[config.mk]
export PLATFORM = sky130hd
export DESIGN_NAME = baud_gen
export DESIGN_NICKNAME = d
export VERILOG_FILES = /design/src/rtl/baud_gen.sv
export SDC_FILE = /design/constraint.sdc
export NUM_CORES = 1
export LEC_CHECK = 0
export ABC_CLOCK_PERIOD_IN_PS = 15900
export BUFFER_PORTS_ARGS = -buffer_cell sky130_fd_sc_hd__buf_2
export CORE_ASPECT_RATIO = 1.4
export CORE_MARGIN = 10
export CORE_UTILIZATION = 65
export DETAILED_ROUTE_END_ITERATION = 12
export PLACE_DENSITY_LB_ADDON = 0.3
export SLEW_MARGIN = 10
export SYNTH_ARGS = -nofsm -noshare
export SYNTH_HDL_FRONTEND = slang
export SYNTH_SLANG_ARGS = --single-unit
[constraint.sdc]
create_clock -name clk_i -period 15.9 [get_ports clk_i]
set_input_delay 0 -clock clk_i [delete_from_list [all_inputs] [get_ports clk_i]]
set_output_delay 0 -clock clk_i [all_outputs]
set_load 0.1 [all_outputs]
[src/rtl/baud_gen.sv]
// Fractional NCO baud-rate generator: oversample, mid-bit and end-of-bit strobes,
// legacy 50% baud clock, run-time divisor reload and start-edge resync.
module baud_gen #(
  parameter int unsigned INT_W        = 16,
  parameter int unsigned FRAC_W       = 8,
  parameter int unsigned OVS          = 16,
  parameter int unsigned DEFAULT_INT  = 19,
  parameter int unsigned DEFAULT_FRAC = 136
) (
  input  logic              clk_i,
  input  logic              rst_i,
  input  logic              en_i,
  input  logic              sync_i,
  input  logic              cfg_valid_i,
  output logic              cfg_ready_o,
  input  logic [INT_W-1:0]  cfg_int_i,
  input  logic [FRAC_W-1:0] cfg_frac_i,
  output logic              os_tick_o,
  output logic              baud_tick_o,
  output logic              mid_tick_o,
  output logic              baud_clk_o
);

  localparam int unsigned OS_W = $clog2(OVS);
  localparam logic [INT_W-1:0]  DEF_INT  = INT_W'(DEFAULT_INT);
  localparam logic [FRAC_W-1:0] DEF_FRAC = FRAC_W'(DEFAULT_FRAC);
  localparam logic [INT_W-1:0]  RST_CNT  = (DEF_INT < INT_W'(2)) ? INT_W'(1) : DEF_INT - INT_W'(1);
  localparam logic [OS_W-1:0]   OS_LAST  = OS_W'(OVS - 1);
  localparam logic [OS_W-1:0]   OS_MID   = OS_W'(OVS / 2 - 1);

  logic [INT_W-1:0]  div_int, div_int_n;
  logic [FRAC_W-1:0] div_frac, div_frac_n;
  logic [INT_W-1:0]  pend_int, pend_int_n;
  logic [FRAC_W-1:0] pend_frac, pend_frac_n;
  logic              pend_v, pend_v_n;
  logic [INT_W-1:0]  cnt, cnt_n;
  logic [FRAC_W-1:0] acc, acc_n;
  logic [OS_W-1:0]   os_cnt, os_cnt_n;
  logic              baud_clk, baud_clk_n;

  logic              boundary, apply;
  logic [INT_W-1:0]  new_int, eff;
  logic [FRAC_W-1:0] new_frac, acc_base;
  logic [FRAC_W:0]   sum;
  logic [INT_W:0]    reload;
  logic [INT_W-1:0]  reload_sat;

  // Next-state: disable > resync > boundary > decrement; pending divisor rides along.
  always_comb begin
    div_int_n   = div_int;
    div_frac_n  = div_frac;
    pend_int_n  = pend_int;
    pend_frac_n = pend_frac;
    pend_v_n    = pend_v;
    cnt_n       = cnt;
    acc_n       = acc;
    os_cnt_n    = os_cnt;
    baud_clk_n  = baud_clk;

    boundary   = en_i & ~sync_i & (cnt == '0);
    apply      = pend_v & (~en_i | sync_i | boundary);
    new_int    = apply ? pend_int : div_int;
    new_frac   = apply ? pend_frac : div_frac;
    eff        = (new_int < INT_W'(2)) ? INT_W'(2) : new_int;
    acc_base   = apply ? '0 : acc;
    sum        = (FRAC_W + 1)'(acc_base) + (FRAC_W + 1)'(new_frac);
    reload     = (INT_W + 1)'(eff) - (INT_W + 1)'(1) + (INT_W + 1)'(sum[FRAC_W]);
    reload_sat = reload[INT_W] ? '1 : reload[INT_W-1:0];

    div_int_n  = new_int;
    div_frac_n = new_frac;
    if (apply) begin
      pend_v_n = 1'b0;
    end else if (cfg_valid_i && !pend_v) begin
      pend_v_n    = 1'b1;
      pend_int_n  = cfg_int_i;
      pend_frac_n = cfg_frac_i;
    end

    if (!en_i || sync_i) begin
      cnt_n      = eff - INT_W'(1);
      acc_n      = '0;
      os_cnt_n   = '0;
      baud_clk_n = 1'b0;
    end else if (boundary) begin
      cnt_n    = reload_sat;
      acc_n    = sum[FRAC_W-1:0];
      os_cnt_n = (os_cnt == OS_LAST) ? '0 : os_cnt + OS_W'(1);
      if (os_cnt == OS_LAST || os_cnt == OS_MID) baud_clk_n = ~baud_clk;
    end else begin
      cnt_n = cnt - INT_W'(1);
    end
  end

  always_ff @(posedge clk_i or posedge rst_i) begin
    if (rst_i) begin
      div_int   <= DEF_INT;
      div_frac  <= DEF_FRAC;
      pend_int  <= '0;
      pend_frac <= '0;
      pend_v    <= 1'b0;
      cnt       <= RST_CNT;
      acc       <= '0;
      os_cnt    <= '0;
      baud_clk  <= 1'b0;
    end else begin
      div_int   <= div_int_n;
      div_frac  <= div_frac_n;
      pend_int  <= pend_int_n;
      pend_frac <= pend_frac_n;
      pend_v    <= pend_v_n;
      cnt       <= cnt_n;
      acc       <= acc_n;
      os_cnt    <= os_cnt_n;
      baud_clk  <= baud_clk_n;
    end
  end

  // Strobes decode the boundary cycle directly so they line up with cnt==0.
  assign os_tick_o   = boundary;
  assign baud_tick_o = boundary & (os_cnt == OS_LAST);
  assign mid_tick_o  = boundary & (os_cnt == OS_MID);
  assign baud_clk_o  = baud_clk;
  assign cfg_ready_o = ~pend_v;

endmodule
==> reports/metrics.yaml, run 1 <==
grt:
  grt_pass1_vias: 4301
  overflow: 0
  grtUsageTotal_pct: 23.4
  antenna_found_initial: 0
  grt_max_degree: 79
  grt_first_pass_wirelength_um: 20900
place:
  placed_area_mm2: 0.00502
  placed_cells_incl_taps: 611
  hpwl_um: 8570
  gp_congestion: 0.912
  port_buffers: 33
logic_synthesis:
  yosys_most_used_dff: "dfrtp_1"
  yosysUniqueCellTypes: 65
  synthArstFlopShare_pct: 100
  synth_top_area_cell: "dfrtp_1"
  ys_ff_latch: 78
  syn-cell-area_mm2: 0.00480
  synth_edf_count: 0
  syn_nets: 543
  syn_avg_cell_area_um2: 9.62
  synth_area_leaders: "dfrtp_1 37%, mux2_2 8.0%, nand2_1 5.8%"
  ys_warn_count: 0
  synth_most_common_cell: "nand2_1"
  synth_top_area_share_pct: 37.0
  ys_seq_area_share_pct: 40.8
  netlist_instances: 499
  synthTopCellsByCount: "74 x nand2_1, 71 x dfrtp_1, 34 x mux2_2"
setup_path:
  cp_common_cell: "ha_1"
  r2r-start: "cnt[0]"
  worstPathRequired_ns: 16.17
  path_class: "reg2reg"
  cp-end-kind: "register"
  reg2reg_depth: 26
  r2r_setup_slack_ns: 10.07
  critPathArrivalTime_ns: 6.10
  start_kind: "register"
  crit_fanout: 28
  crit_path_top_delay_cell: "a21oi_4"
  critPathMaxStageDelay_ns: 0.76
  rr_endpoint: "cnt[4]"
drt:
  first_pass_iters: 6
  via_per_inst: 6.42
  drcViolationCount: 0
  drtAntennaViolNets: 0
  wl_um: 12700
  drt_iter0_drc: 481
  vias: 4183
  wl_per_cell_um: 19.4
sta:
  finalSetupTns_ns: 0
  worstMarginPinSlew_ns: 1.24
  fin_crit_ns: 5.83
  hold_violations: 0
  finalClockSkew_ns: 0.0114
  finalMaxSlewViolations: 0
  fmax_mhz: 171
  worst_slew_margin_rel_pct: 17.2
  setup_viol: 0
  min_period_over_period_pct: 36.7
  rsz0062_at_grt: "false"
clock_tree:
  cts_resized: 0
  htree_levels: 3
  root_buffer: "clkbuf_8"
  cts_made_buffers: 9
  clock-sinks: 78
  clockBufferDepth: 2
  clkTransAtPathRegs_ns: 0.09
  clkLatencyLatePin_ns: 0.38
  cts_tree: "built"
layout:
  fin_cells: 652
  design_area_mm2: 0.00546
  area_delta_synth_final_pct: 13.7
  layout-drive-gt1-share_pct: 20.4
  antenna_cells: 0
  nets: 594
worst_hold_path:
  holdPathStages: 4
  hold_start: "en_i"
  min_to: "acc[1]"
  hp-class: "in2reg"
floorplanning:
  start_util_pct: 66.1
  die_area_mm2: 0.0113
  die_y_um: 122
  rows: 37
  ioPinCount: 34
  design.core.area_mm2: 0.00727
  dieWidth_um: 92.6
power:
  power-per-cell-area_mw_per_mm2: 124
  leakage_nw: 2.26
  peakVddDrop_uv: 90.2
  power_mw: 0.677
outcome:
  outcome: "finished clean"
run:
  cap_violations: 0
==> state kept, by name, indices dropped and copies added (netlist names) <==
register	flops
pend_int	16
pend_v	1
acc	8
cnt	16
pend_frac	8
div_int	16
os_cnt	4
baud_clk_o	1
div_frac	8
==> stage by stage <==
step	hold slack, ns	util (%)	worst slack [ns]
after CTS	0.139	75.1	10.20
final	0.135	75.1	10.07
after global routing	0.182	75.1	9.61
after detailed placement	0.236	69.1	10.27
after floorplan	0.152	-	10.48
after global placement	0.231	69.1	10.49
==> where the power goes <==
part           total [mW]  internal [mW]  switching (mW)
clock               0.144         0.0658          0.0777
combinational       0.223         0.0949           0.129
sequential          0.309          0.251          0.0587
total               0.677          0.412           0.265
==> cells by family (layout without fill, tap and decap cells) <==
family / Yosys count / in the layout / share of synthesized area [%]
buffers and inverters: 42 / 98 / 3.73
DFF: 78 / 78 / 40.8
adders and majority gates: 15 / 15 / 4.06
and+or+nand+nor: 197 / 197 / 21.3
xor gates and xnor gates: 29 / 29 / 5.29
muxes: 59 / 59 / 13.2
AOI/OAI and AO/OA: 79 / 79 / 11.5
==> timing repair <==
item	in CTS	in global routing
hold buffers	25	0
endpoints found under the hold margin	95	0
buffers inserted	0	0
==> area by class of cell <==
cell class | instances | area [um^2]
clock buffer | 12 | 155
clock inverter | 4 | 30.0
fill | 511 | 1810
inverter | 19 | 71.3
multi-input combinational | 379 | 2670
sequential | 78 | 1960
tap | 97 | 121
timing repair buffer | 63 | 453
==> routing by layer <==
layer  wire, um  track usage [%]  share of wire [%]  up-vias
li1           -                -                  -     1913
met1       4570             23.5                 36     2027
met2       6770             42.8                 53      179
met3        602             4.37                4.7       64
met4        726             15.9                5.7        0
met5          0                0                  0        -
==> how the worst max path moves through the flow <==
stage / from / endpoint / slack, ns / cells after the start
after floorplan: pend_v / cnt[4] / 10.48 / 26
after global placement: cnt[0] / cnt[9] / 10.49 / 26
after detailed placement: cnt[0] / cnt[4] / 10.27 / 26
after CTS: cnt[0] / cnt[4] / 10.20 / 26
after global routing: cnt[0] / cnt[5] / 9.61 / 24
final: cnt[0] / cnt[4] / 10.07 / 26
==> critical path, delay by kind of cell, from the launching register on <==
kind	cells	cell delay, ns
compound gates	8	1.69
fa+ha+maj	5	1.28
buf+inv	4	0.52
flops	1	0.41
simple gates	9	1.81
==> cells in the final DEF (no fill, tap or decap), types with 11 or more instances in the layout <==
cell type | Yosys | layout
o21ai_0 | 11 | 11
a21oi_1 | 19 | 19
nand2_1 | 74 | 74
nand3_1 | 17 | 17
mux2_2 | 34 | 34
dlygate4sd3_1 | 0 | 25
inv_1 | 17 | 16
nor4_1 | 12 | 12
xnor2_1 | 15 | 15
xor2_1 | 14 | 14
dfrtp_1 | 71 | 71
clkbuf_8 | 0 | 11
nor3_1 | 12 | 12
ha_1 | 14 | 14
buf_2 | 5 | 33
mux2i_1 | 23 | 23
nor2_1 | 29 | 29
Note: power is estimated with default switching activity, not from simulation.
==> inputs of run 2 (changes only) <==
--- a/config.mk
+++ b/config.mk
@@ -5,11 +5,11 @@
 export SDC_FILE = /design/constraint.sdc
 export NUM_CORES = 1
 export LEC_CHECK = 0
-export ABC_CLOCK_PERIOD_IN_PS = 15900
+export ABC_CLOCK_PERIOD_IN_PS = 6100
 export BUFFER_PORTS_ARGS = -buffer_cell sky130_fd_sc_hd__buf_2
 export CORE_ASPECT_RATIO = 1.4
 export CORE_MARGIN = 10
-export CORE_UTILIZATION = 65
+export CORE_UTILIZATION = 61
 export DETAILED_ROUTE_END_ITERATION = 12
 export PLACE_DENSITY_LB_ADDON = 0.3
 export SLEW_MARGIN = 10
==> constraint.sdc (replaced) <==
create_clock -name clk_i -period 6.1 [get_ports clk_i]
set_input_delay 0 -clock clk_i [delete_from_list [all_inputs] [get_ports clk_i]]
set_output_delay 0 -clock clk_i [all_outputs]
set_load 0.1 [all_outputs]
==> run 2 against run 1 <==
Sequential share of layout area fell by 0.057 points. Clock skew fell by 0.0014 ns. Sequential power rose to 2.6 times the previous value. Critical path depth fell by 3. Cell area rose by 0.16%. Combinational power rose to 2.6 times the previous value. Clock-buffer cell count rose by 1. Flip-flop and latch count did not move. Critical path type unchanged.
==> reports/metrics.yaml, run 2 (synthesized netlist as in run 1, its figures left out) <==
outcome:
  outcome: "finished clean"
sta:
  hold_violations: 0  # unchanged
  min_period_over_period_pct: 84.4  # +48 points
  finalMaxSlewViolations: 0  # unchanged
  rsz0062_at_grt: "false"
  worst_slew_margin_rel_pct: 33.6  # +16 points
  hold_ws_ns: 0.166  # +0.0306 ns
  setup_viol: 0  # unchanged
  finalClockSkew_ns: 0.0100  # -0.00137 ns
  worstMarginPinSlew_ns: 0.996  # -0.240 ns
  finalSetupTns_ns: 0  # unchanged
  setup_ws_ns: 0.950  # -9.12 ns
  fmax_mhz: 194  # +13%
  fin_crit_ns: 5.15  # -0.683 ns
floorplanning:
  die_y_um: 125  # +2.7%
  dieWidth_um: 95.0  # +2.5%
  die_area_mm2: 0.0119  # +5.3%
  ioPinCount: 34  # unchanged
  rows: 38  # +2.7%
  start_util_pct: 62.3  # -3.7 points
  design.core.area_mm2: 0.00770  # +6.0%
power:
  leakage_nw: 2.26  # +0.24%
  peakVddDrop_uv: 247  # +170%
  power-per-cell-area_mw_per_mm2: 316  # +150%
  power_mw: 1.73  # +160%
setup_path:
  critPathArrivalTime_ns: 5.42  # -0.68 ns
  cp-end-kind: "register"
  r2r-start: "cnt[1]"
  crit_fanout: 21  # -25%
  rr_endpoint: "cnt[9]"
  worstPathRequired_ns: 6.37  # -9.80 ns
  reg2reg_depth: 23  # -12%
  start_kind: "register"
  r2r_setup_slack_ns: 0.95  # -9.12 ns
  path_class: "reg2reg"
clock_tree:
  clockBufferDepth: 2  # unchanged
  clkLatencyLatePin_ns: 0.37  # about the same
  cts_tree: "built"
  root_buffer: "clkbuf_8"
  cts_setup_buffers: 0  # unchanged
  cts_made_buffers: 9  # unchanged
  clkTransAtPathRegs_ns: 0.08  # about the same
  htree_levels: 3  # unchanged
  clock-sinks: 78  # unchanged
layout:
  nets: 596  # +0.34%
  fillers: 578  # +13%
  layout-drive-gt1-share_pct: 20.3  # -0.073 points
  final_cell_mix: "74 x nand2_1, 71 x dfrtp_1, 34 x mux2_2, 33 x buf_2, 29 x nor2_1"
  reg_top3: "cnt: 16 flops, div_int: 16 flops, pend_int: 16 flops"
  antenna_cells: 0  # unchanged
  design_area_mm2: 0.00547  # +0.16%
  layout_commonest_cell: "nand2_1"
  area_delta_synth_final_pct: 13.9
run:
  cap_violations: 0  # unchanged
drt:
  via_per_inst: 6.23  # -2.9%
  wl_um: 12300  # -2.8%
  drt_iter0_drc: 269  # -44%
  first_pass_iters: 4  # -2
  wl_per_cell_um: 18.8  # -3.5%
  vias: 4093  # -2.2%
  drtAntennaViolNets: 0  # unchanged
  drcViolationCount: 0  # unchanged
worst_hold_path:
  hold_start: "en_i"
  hp-class: "in2reg"
  min_to: "os_cnt[2]"
  holdPathStages: 4  # unchanged
place:
  pre_cts_slack_ns: 1.05  # -9.22 ns
  port_buffers: 33  # unchanged
  gp_congestion: 0.942  # +3.4%
  placed_area_mm2: 0.00504  # +0.37%
  hpwl_um: 8720  # +1.7%
grt:
  grt_max_degree: 79  # unchanged
  grtUsageTotal_pct: 21.6  # -1.7 points
  overflow: 0  # unchanged
  antenna_found_initial: 0  # unchanged
  grt_first_pass_wirelength_um: 20300  # -2.6%
  grt_pass1_vias: 4253  # -1.1%
==> run 2: worst max-delay path by stage <==
stage          cells after the start   start  slack [ns]     end
2_1_floorplan                     26  pend_v        0.67  cnt[4]
6_report                          23  cnt[1]        0.95  cnt[9]
3_3_place_gp                      23  cnt[1]        1.06  cnt[9]
3_5_place_dp                      23  cnt[1]        1.05  cnt[9]
4_1_cts                           23  cnt[1]        0.99  cnt[9]
5_1_grt                           23  cnt[1]        0.50  cnt[9]
==> run 2: report_power, final <==
part | internal [mW] | total (mW) | switching, mW
registers | 0.654 | 0.806 | 0.152
logic | 0.248 | 0.575 | 0.327
clock network | 0.159 | 0.347 | 0.188
==> run 2: critical path, stage by stage, from the launching register on <==
cell	delay, ns
dfstp_2	0.53
inv_1	0.04
ha_1	0.20
nor3b_1	0.15
and4_1	0.21
o21ai_2	0.34
buf_4	0.38
nand2_1	0.09
nand2_1	0.13
ha_1	0.28
o21ai_0	0.12
a21oi_1	0.11
o21a_1	0.19
o21ai_0	0.20
nand2b_1	0.08
a21oi_1	0.15
ha_1	0.24
ha_1	0.32
inv_1	0.12
o2111ai_1	0.23
nand2_1	0.31
o311ai_0	0.24
o41ai_1	0.17
o22ai_1	0.21
==> run 2: metal layers <==
metal	up-vias	part of all wire [%]	global-route usage (%)
met4	0	6.3	14.4
li1	1901	-	-
met5	-	0	0
met1	2011	36	22.4
met2	126	53	36.9
met3	55	4.7	5.75
==> run 2: layout make-up <==
cell class	count	area, um^2	area share [%]
multi-input cells	379	2670	48.9
flip-flops and latches	78	1960	35.9
repair buffers	65	468	8.56
clock buffers	13	149	2.72
well taps	100	125	2.29
inverters	19	71.3	1.30
clock inverters	3	21.3	0.389
==> run 2: per-stage QoR <==
stage                     cells  util [%]
after global placement      616      65.5
final                       657      71.0
after CTS                   657      70.9
after floorplan             499         -
after detailed placement    616      65.5
after global routing        657      71.0
==> run 2: timing repair <==
action,in CTS,in global routing
gates resized for setup,0,0
endpoints found under the hold margin,95,0
hold buffers,25,0
